`src/rtl/array_mul_sig_if.sv`:
```
// rtl/array_mul_sig_if.sv - operand/product bundle for the significand multiplier
interface array_mul_sig_if #(
  parameter int WIDTH = 10
);
  logic [WIDTH-1:0]   a;
  logic [WIDTH-1:0]   b;
  logic               azero;
  logic               bzero;
  logic [2*WIDTH+3:0] s;

  modport master (output a, output b, output azero, output bzero, input s);
  modport slave  (input a, input b, input azero, input bzero, output s);
endinterface

```
`src/rtl/array_mul_sig.sv`:
```
// rtl/array_mul_sig.sv - two-stage unsigned ripple-array significand multiplier
// Restores implicit bits, multiplies with an AND/full-adder array, registers in and out.
module array_mul_sig #(
  parameter int WIDTH = 10
) (
  input logic             CLK,
  input logic             RST,
  array_mul_sig_if.slave  bus
);
  localparam int M     = WIDTH + 1;
  localparam int PW    = 2 * M;
  localparam int OUT_W = 2 * WIDTH + 4;

  // Stage 1 holds the restored significands; a cleared register is a zero
  // operand, so the cycle right after reset still yields s = 0.
  logic [M-1:0] ma_r;
  logic [M-1:0] mb_r;

  always_ff @(posedge CLK or posedge RST) begin
    if (RST) begin
      ma_r <= '0;
      mb_r <= '0;
    end else begin
      ma_r <= {~bus.azero, bus.a};
      mb_r <= {~bus.bzero, bus.b};
    end
  end

  logic [M:0]    acc;
  logic [M:0]    nxt;
  logic          carry;
  logic          x;
  logic          y;
  logic [PW-1:0] p;

  // Each row adds the next partial product to the upper bits of the running
  // sum through a ripple of full adders; the LSB of each row retires into p.
  always_comb begin
    acc   = '0;
    nxt   = '0;
    carry = 1'b0;
    x     = 1'b0;
    y     = 1'b0;
    p     = '0;
    for (int j = 0; j < M; j++) begin
      acc[j] = ma_r[j] & mb_r[0];
    end
    p[0] = acc[0];
    for (int i = 1; i < M; i++) begin
      carry = 1'b0;
      for (int j = 0; j < M; j++) begin
        x      = acc[j+1];
        y      = ma_r[j] & mb_r[i];
        nxt[j] = x ^ y ^ carry;
        carry  = (x & y) | (carry & (x ^ y));
      end
      nxt[M] = carry;
      acc    = nxt;
      p[i]   = acc[0];
    end
    p[PW-1:M] = acc[M:1];
  end

  always_ff @(posedge CLK or posedge RST) begin
    if (RST) begin
      bus.s <= '0;
    end else begin
      bus.s <= {{(OUT_W-PW){1'b0}}, p};
    end
  end
endmodule

```
`src/flat_wrapper.sv`:
```
// flat-port wrapper written by rule: the top's interface ports become plain ports
module array_mul_sig_flat 
#(
  parameter int WIDTH = 10
)
  (CLK, RST, bus_a, bus_b, bus_azero, bus_bzero, bus_s);
  array_mul_sig_if #(.WIDTH(WIDTH)) bus_i ();
  input logic CLK;
  input logic RST;
  input wire logic [$bits(bus_i.a)-1:0] bus_a;
  input wire logic [$bits(bus_i.b)-1:0] bus_b;
  input wire logic [$bits(bus_i.azero)-1:0] bus_azero;
  input wire logic [$bits(bus_i.bzero)-1:0] bus_bzero;
  output wire logic [$bits(bus_i.s)-1:0] bus_s;
  assign bus_i.a = bus_a;
  assign bus_i.b = bus_b;
  assign bus_i.azero = bus_azero;
  assign bus_i.bzero = bus_bzero;
  assign bus_s = bus_i.s;
  array_mul_sig #(.WIDTH(WIDTH)) u_core (.CLK(CLK), .RST(RST), .bus(bus_i));
endmodule
```
`config.mk`:
```
export PLATFORM = sky130hd
export DESIGN_NAME = array_mul_sig_flat
export DESIGN_NICKNAME = d
export VERILOG_FILES = /design/src/rtl/array_mul_sig_if.sv /design/src/rtl/array_mul_sig.sv /design/src/flat_wrapper.sv
export SDC_FILE = /design/constraint.sdc
export NUM_CORES = 1
export LEC_CHECK = 0
export BUFFER_PORTS_ARGS = -buffer_cell sky130_fd_sc_hd__buf_2
export CORE_MARGIN = 2
export CORE_UTILIZATION = 50
export DETAILED_ROUTE_END_ITERATION = 12
export HOLD_SLACK_MARGIN = 0.03
export MAX_ROUTING_LAYER = met4
export PLACE_DENSITY_LB_ADDON = 0.08
export SYNTH_ARGS = -nofsm -noshare
export SYNTH_HDL_FRONTEND = slang
export SYNTH_SLANG_ARGS = --single-unit
```
`constraint.sdc`:
```
create_clock -name CLK -period 29.4 [get_ports CLK]
set_input_delay 5.88 -clock CLK [delete_from_list [all_inputs] [get_ports CLK]]
set_output_delay 5.88 -clock CLK [all_outputs]
set_load 0.03 [all_outputs]
```
; After elaboration in Yosys (flattened, before gate mapping)
; Cells that the tools add are included.
[totals]
reg_bits = 44
inputBits = 24
out_inout_bits = 24
wordCells = 643
[op_classes]
bitwise = 640
[op_table]
columns = operator, count
row1 = $and 1x1->1, 330
row2 = $xor 1x1->1, 209
row3 = $or 1x1->1, 99
row4 = $not 1->1, 2

; Logic depth before layout (Yosys ltp)
; Gate-level depths: netlist (run 1).
[logic_depth]
depth_word = 58
ltp_mapped = 37
depth_no_buf = 36

; Worst setup path before layout (run 1)
; No wires, ideal clock.
[synth_timing]
kind = register -> register
from = register u_core.mb_r[0]
to = register u_core.bus.s[20]
setup_ns = 0.114
t_arrival_ns = 12.767
required_ns = 29.286
path_slack_ns = 16.519
path_stages_with_launch = 36
n_path_buf = 1
synth_period_minus_slack_ns = 12.881
cell_sequence = dfrtp_1 > buf_6 > and2_4 > ha_1 > fa_1 > inv_1 > fa_1 > inv_1 > fa_1 > fa_1 > fa_1 > fa_1 > fa_1 > fa_1 > fa_1 > fa_1 > fa_1 > fa_1 > fa_1 > fa_1 > fa_1 > fa_1 > fa_1 > fa_1 > fa_1 > fa_1 > fa_1 > fa_1 > fa_1 > fa_1 > fa_1 > fa_1 > inv_1 > fa_1 > fa_1 > inv_1
[synth_between]
elab_chain_len = 57
elab_cells_between_ends = 505
classes_between = bitwise (505)
[synth_lines]
columns = item, line_no
row1 = from (decl), array_mul_sig.sv:17  ; logic [M-1:0] mb_r;
row2 = from (signal assigned), array_mul_sig.sv:25  ; mb_r <= {~bus.bzero, bus.b};
row3 = $and 1x1->1, array_mul_sig.sv:46  ; acc[j] = ma_r[j] & mb_r[0];
row4 = $and 1x1->1 or $xor 1x1->1 (tied branches), "array_mul_sig.sv:55, array_mul_sig.sv:54"
row5 = $and 1x1->1, array_mul_sig.sv:55  ; carry = (x & y) | (carry & (x ^ y));
row6 = $or 1x1->1, array_mul_sig.sv:55
row7 = $and 1x1->1 or $xor 1x1->1 (tied branches), "array_mul_sig.sv:55, array_mul_sig.sv:54"
row8 = $or 1x1->1 or $xor 1x1->1 (tied branches), "array_mul_sig.sv:55, array_mul_sig.sv:54"
row9 = $and 1x1->1 or $xor 1x1->1 (tied branches), "array_mul_sig.sv:55, array_mul_sig.sv:54"
row10 = $or 1x1->1 or $xor 1x1->1 (tied branches), "array_mul_sig.sv:55, array_mul_sig.sv:54"
row11 = [... 42 more ...], --
row12 = $and 1x1->1 or $xor 1x1->1 (tied branches), "array_mul_sig.sv:55, array_mul_sig.sv:54"
row13 = $or 1x1->1 or $xor 1x1->1 (tied branches), array_mul_sig.sv:55
row14 = $and 1x1->1 or $xor 1x1->1 (tied branches), "array_mul_sig.sv:55, array_mul_sig.sv:54"
row15 = $or 1x1->1 or $xor 1x1->1 (tied branches), array_mul_sig.sv:55
row16 = $and 1x1->1, array_mul_sig.sv:55
row17 = $or 1x1->1, array_mul_sig.sv:55
row18 = $xor 1x1->1 *, array_mul_sig.sv:54  ; nxt[j] = x ^ y ^ carry;
row19 = named net u_core.acc[10], array_mul_sig.sv:29  ; logic [M:0] acc;
row20 = to (signal assigned), array_mul_sig.sv:68  ; bus.s <= {{(OUT_W-PW){1'b0}}, p};
row21 = to (decl), array_mul_sig_if.sv:12  ; modport slave (input a, input b, input azero, input bzero, output s);
; The timed path passes the listed nets; every way through them passes the cells marked *.

; Final worst setup path (run 1)
; Same ends and word-level chain as after synthesis.

==> flow_summary_export.csv, run 1 <==
group,metric,value,unit
grt,grt_first_pass_wirelength,10620,um
yosys,avgSynthCellArea,13.13,um2
yosys,ys_seq_elements,44,
hold_path,hp-class,"reg -> reg",
routing,routed_wl,5648,um
sta,worst_slack,16.11,ns
critical_path,crit_fanout,11,
sta,rsz0062_at_grt,"no",
critical_path,r2r_cells,34,
die,initial_core_util,0.5110,
place,dpl.hpwl,5062,um
routing,vias_per_cell,4.646,
yosys,syn-cell-area,0.004413,mm2
final_layout,syn2layout_area_growth,4.565,%
yosys,ys_seq_area_frac,0.2495,
die,pin_count,48,
sta,finalHoldViolations,0,
clocking,clock_path_buffers,2,
routing,drtPass1Iterations,3,
routing,vias,2202,
die,row_count,34,
critical_path,path_common_cell,"fa_1",
clocking,cts_max_level,2,
final_layout,instances_no_fill,474,
critical_path,cp_top_family,"adder cells",
clocking,clkSinkCount,44,
place,place_inst,466,
clocking,clk_pin_slew,0.09,ns
yosys,synth.most_common_cell,"fa_1",
grt,globalRoute.totalOverflow,0,
critical_path,path_class,"reg -> reg",
sta,slew_headroom,0.4038,
yosys,synth.area.top_cells,"fa_1 45%, dfrtp_1 25%, and2_1 8.1%, and2_4 7.9%, buf_6 5.4%",
hold_path,hold_depth,1,
routing,routedWlPerCell,11.92,um
final_layout,finalNetCount,499,
yosys,ys_warn_count,0,
outcome,status,"completed",
clocking,cts_tree,"built",
routing,drcViolationCount,0,
clocking,cts_hold_buf,0,
critical_path,startpoint_type,"flop",
sta,hold_ws,0.7517,ns
yosys,async_reset_ff_frac,1.000,
grt,grt_pass1_vias,2495,
place,pre_cts_slack,15.96,ns
yosys,yosysUniqueCellTypes,11,
yosys,synthFlopType,"dfrtp_1",
grt,antenna_found_initial,0,
clocking,cts_buffers,5,
final_layout,insertedDiodeCount,0,
critical_path,arrival,13.49,ns
yosys,syn-instance-count,336,
routing,first_iter_violations,20,
final_layout,drive_above_1_share,0.2541,
critical_path,critPathBufInv,4,
critical_path,cp.required,29.60,ns
yosys,synth_top_area_share,0.4491,
critical_path,crit_cells,34,
die,die_x,97.95,um
sta,max_freq,0.07523,GHz
sta,setup_tns,0,ns
sta,final_max_slew_viol_count,0,
yosys,synth_edf_count,0,
clocking,cts_setup_buffers,0,
sta,tightestPinTransition,0.8931,ns
place,gp_congestion,0.7209,
clocking,cts_root_buf,"clkbuf_8",
sta,finClkSkew,0.01036,ns
yosys,synthTopCellsByCount,"99 x fa_1, 57 x and2_1, 44 x dfrtp_1",
place,portBuffers,45,
sta,setup_viol,0,
yosys,synth_area_leader_cell,"fa_1",
critical_path,crit_slowest_cell,"fa_1",
die,design.core.area,0.008636,mm2
clocking,post_cts_resized,0,
die,dieArea,0.009593,mm2
sta,fin_crit,13.29,ns
grt,grt_max_degree,45,
critical_path,critPathMaxStageDelay,0.54,ns
critical_path,critPathCaptureType,"flop",
grt,grt_usage,0.1399,
die,dieHeight,97.95,um
sta,finalCritPeriodShare,0.4522,
flow_run,maxCapViolCount,0,
clocking,clk_latency,0.29,ns
routing,ant_nets,0,
metal layers:
metal  wire length (um)  part of all wire  vias to the layer above  track usage
li1                   -                 -                     1015            -
met1               2196              0.39                     1152       0.1560
met2               3216              0.57                       33       0.2619
met3                207             0.037                        2      0.02935
met4                 28            0.0050                        0      0.02244
met5                  0                 0                        -            -
cell type report:
class	instances	area, um2
clock buffer	7	86.33
tap	108	135.1
sequential	44	1101
fill	813	4021
clock inverter	1	7.507
multi-input combinational	233	2924
inverter	36	135.1
timing repair buffer	45	225.2
sequential cells by signal, indices dropped and copies added, names as in the netlist:
name and flops:
u_core.mb_r 11, u_core.bus.s 22, u_core.ma_r 11
through the flow:
stage            util  instance area (um2)
2_1_floorplan       -                 4417
3_3_place_gp   0.5235                 4521
3_5_place_dp   0.5235                 4521
4_1_cts        0.5343                 4614
5_1_grt        0.5343                 4614
6_report       0.5343                 4614
worst paths after layout:
check                                             end                     start  slack [ns]
min reg2reg                 u_core.bus.s[0]$_DFF_PP0_  u_core.mb_r[0]$_DFF_PP0_        0.75
min in group asynchronous  u_core.bus.s[18]$_DFF_PP0_                       RST        5.77
max in group asynchronous    u_core.mb_r[2]$_DFF_PP0_                       RST       23.07
max reg2reg                u_core.bus.s[20]$_DFF_PP0_  u_core.mb_r[0]$_DFF_PP0_       16.11
min                         u_core.bus.s[0]$_DFF_PP0_  u_core.mb_r[0]$_DFF_PP0_        0.75
max                        u_core.bus.s[20]$_DFF_PP0_  u_core.mb_r[0]$_DFF_PP0_       16.11
kinds of logic after synthesis:
kind of cell               after synthesis  synth area share
DFF                                     44            0.2495
buffers and inverters                   60           0.08874
adders and majority gates              110            0.4803
and+or+nand+nor                        121            0.1806
other                                    1         0.0008498
layout by cell type (no fill, tap or decap):
cell,synthesis,routed
and2_1,57,57
and2_4,40,40
buf_2,1,45
clkbuf_1,0,1
clkbuf_8,0,6
clkinvlp_4,0,1
conb_1,1,2
dfrtp_1,44,44
fa_1,99,99
ha_1,11,11
inv_1,36,35
inv_2,0,1
nand2_1,24,24
worst register-to-register path, delay by kind of cell (launching register included):
family / cells / cell delay (ns)
flops: 1 / 0.51
simple gates: 1 / 0.22
fa+ha+maj: 29 / 12.22
buf+inv: 4 / 0.21
Power of run 1 is left out: the tool's default activity adds up to more than one toggle a clock period on the data nets, which glitch-free logic cannot reach.
==> run 2: changes to the inputs <==
clock period = 12.55 ns   (was 29.4 ns; I/O delays follow)
==> run 2 against run 1 <==
- the run now ends with setup timing left
- final cell count is 2.3% higher
- worst setup slack worse by 16 ns
- global-route usage increased by 2.1 points
- sequential share of layout area is 1.5 points lower
- die area unchanged
- via count is 3.5% higher
- design area up 6.7%
- utilization rose by 3.6 points
- highest routed layer unchanged
==> flow_summary_export.csv, run 2 (synthesized netlist as in run 1, its figures left out) <==
group,metric,value,unit
critical_path,r2r_cells,34,
final_layout,final_common_cell,"fa_2",
die,pin_count,48,
clocking,clk_latency,0.30,ns
flow_run,maxCapViolCount,0,
critical_path,critPathCaptureType,"flop",
grt,grt_first_pass_wirelength,11950,um
final_layout,final_cell_mix,"84 x fa_2, 57 x and2_1, 45 x buf_2",
routing,met3_length,179,um
sta,finClkSkew,0.009829,ns
grt,grt_usage,0.1613,
final_layout,fin_util,0.5701,
die,row_count,34,
critical_path,path_class,"reg -> reg",
final_layout,reg_top3,"u_core.bus.s: 22 flops, u_core.ma_r: 11 flops, u_core.mb_r: 11 flops",
final_layout,largest_register,"u_core.bus.s",
grt,antenna_found_initial,0,
clocking,clock_path_buffers,2,
routing,ant_nets,0,
sta,finalCritPeriodShare,1.006,
clocking,cts_root_buf,"clkbuf_8",
critical_path,critPathMaxStageDelay,0.58,ns
critical_path,cp.required,12.75,ns
routing,vias_per_cell,4.701,
sta,max_freq,0.07924,GHz
routing,routed_wl,6541,um
die,die_x,97.95,um
hold_path,hold_depth,2,
place,pre_cts_slack,-0.3712,ns
routing,routedWlPerCell,13.49,um
die,dieArea,0.009593,mm2
outcome,status,"complete, but fails checks",
die,dieHeight,97.95,um
final_layout,finalNetCount,510,
routing,wl_met2,3574,um
place,gp_congestion,0.7204,
place,dpl.hpwl,5396,um
final_layout,largest_reg_flops,22,
routing,first_iter_violations,47,
grt,grt_pass1_vias,2589,
clocking,cts_buffers,5,
sta,finalHoldViolations,0,
clocking,clkSinkCount,44,
sta,hold_ws,0.6686,ns
clocking,cts_hold_buf,0,
clocking,clk_pin_slew,0.09,ns
routing,drcViolationCount,0,
critical_path,path_common_cell,"fa_2",
routing,drtPass1Iterations,4,
sta,slew_headroom,0.3620,
place,portBuffers,45,
clocking,cts_tree,"built",
critical_path,arrival,12.82,ns
final_layout,drive_above_1_share,0.5172,
die,initial_core_util,0.5110,
routing,vias,2280,
critical_path,crit_fanout,4,
sta,setup_viol,1,
routing,maxUsedRoutingLayer,"met4",
sta,fin_crit,12.62,ns
die,design.core.area,0.008636,mm2
critical_path,crit_slowest_cell,"fa_2",
sta,final_max_slew_viol_count,0,
clocking,cts_max_level,2,
sta,tightestPinTransition,0.9556,ns
final_layout,insertedDiodeCount,0,
sta,rsz0062_at_grt,"yes",
final_layout,fill_cells,737,
routing,m1WireLength,2725,um
sta,setup_tns,-0.07043,ns
grt,grt_max_degree,45,
critical_path,startpoint_type,"flop",
outcome,violations,"setup timing",
hold_path,hp-class,"reg -> reg",
final_layout,syn2layout_area_growth,11.57,%
grt,globalRoute.totalOverflow,0,
sta,worst_slack,-0.07043,ns
==> run 2: final timing paths <==
check | from | slack (ns) | to
min | u_core.ma_r[0]$_DFF_PP0_ | 0.67 | u_core.bus.s[1]$_DFF_PP0_
min reg2reg | u_core.ma_r[0]$_DFF_PP0_ | 0.67 | u_core.bus.s[1]$_DFF_PP0_
max in group asynchronous | RST | 9.48 | u_core.ma_r[2]$_DFF_PP0_
min in group asynchronous | RST | 2.42 | u_core.mb_r[10]$_DFF_PP0_
max | u_core.mb_r[0]$_DFF_PP0_ | -0.07 | u_core.bus.s[20]$_DFF_PP0_
max reg2reg | u_core.mb_r[0]$_DFF_PP0_ | -0.07 | u_core.bus.s[20]$_DFF_PP0_
==> run 2: what timing repair did <==
action,4_1_cts,5_1_grt
setup buffers,4,1
gates resized for setup,13,8
pin swaps,26,7
setup endpoints to repair,3,3
==> run 2: through the flow <==
step                      area [um2]  instances
after CTS                       4895        484
after global routing            4923        485
after detailed placement        4743        472
after floorplan                 4594        337
final                           4923        485
after global placement          4743        472
==> run 2: cell type report <==
cell class / count / area (um2) / area share
multi-input cells: 233 / 3149 / 0.6396
flip-flops and latches: 44 / 1102 / 0.2239
repair buffers: 56 / 307.8 / 0.06252
inverters: 36 / 135.1 / 0.02745
well taps: 108 / 135.1 / 0.02745
clock buffers: 7 / 86.33 / 0.01753
clock inverters: 1 / 7.507 / 0.001525
==> run 2: worst max-delay path: cells and delay by family (launching register included) <==
family                     cells  cell delay (ns)
DFF                            1             0.43
buffers and inverters          5             0.34
adders and majority gates     28            11.59
and+or+nand+nor                1             0.15
==> run 2: per-layer routing <==
metal / GRT usage / up-vias
li1: - / 1036
met1: 0.2017 / 1206
met2: 0.2777 / 31
met3: 0.02863 / 7
met4: 0.03526 / 0
met5: - / -
Power of run 2 is left out for the same reason.
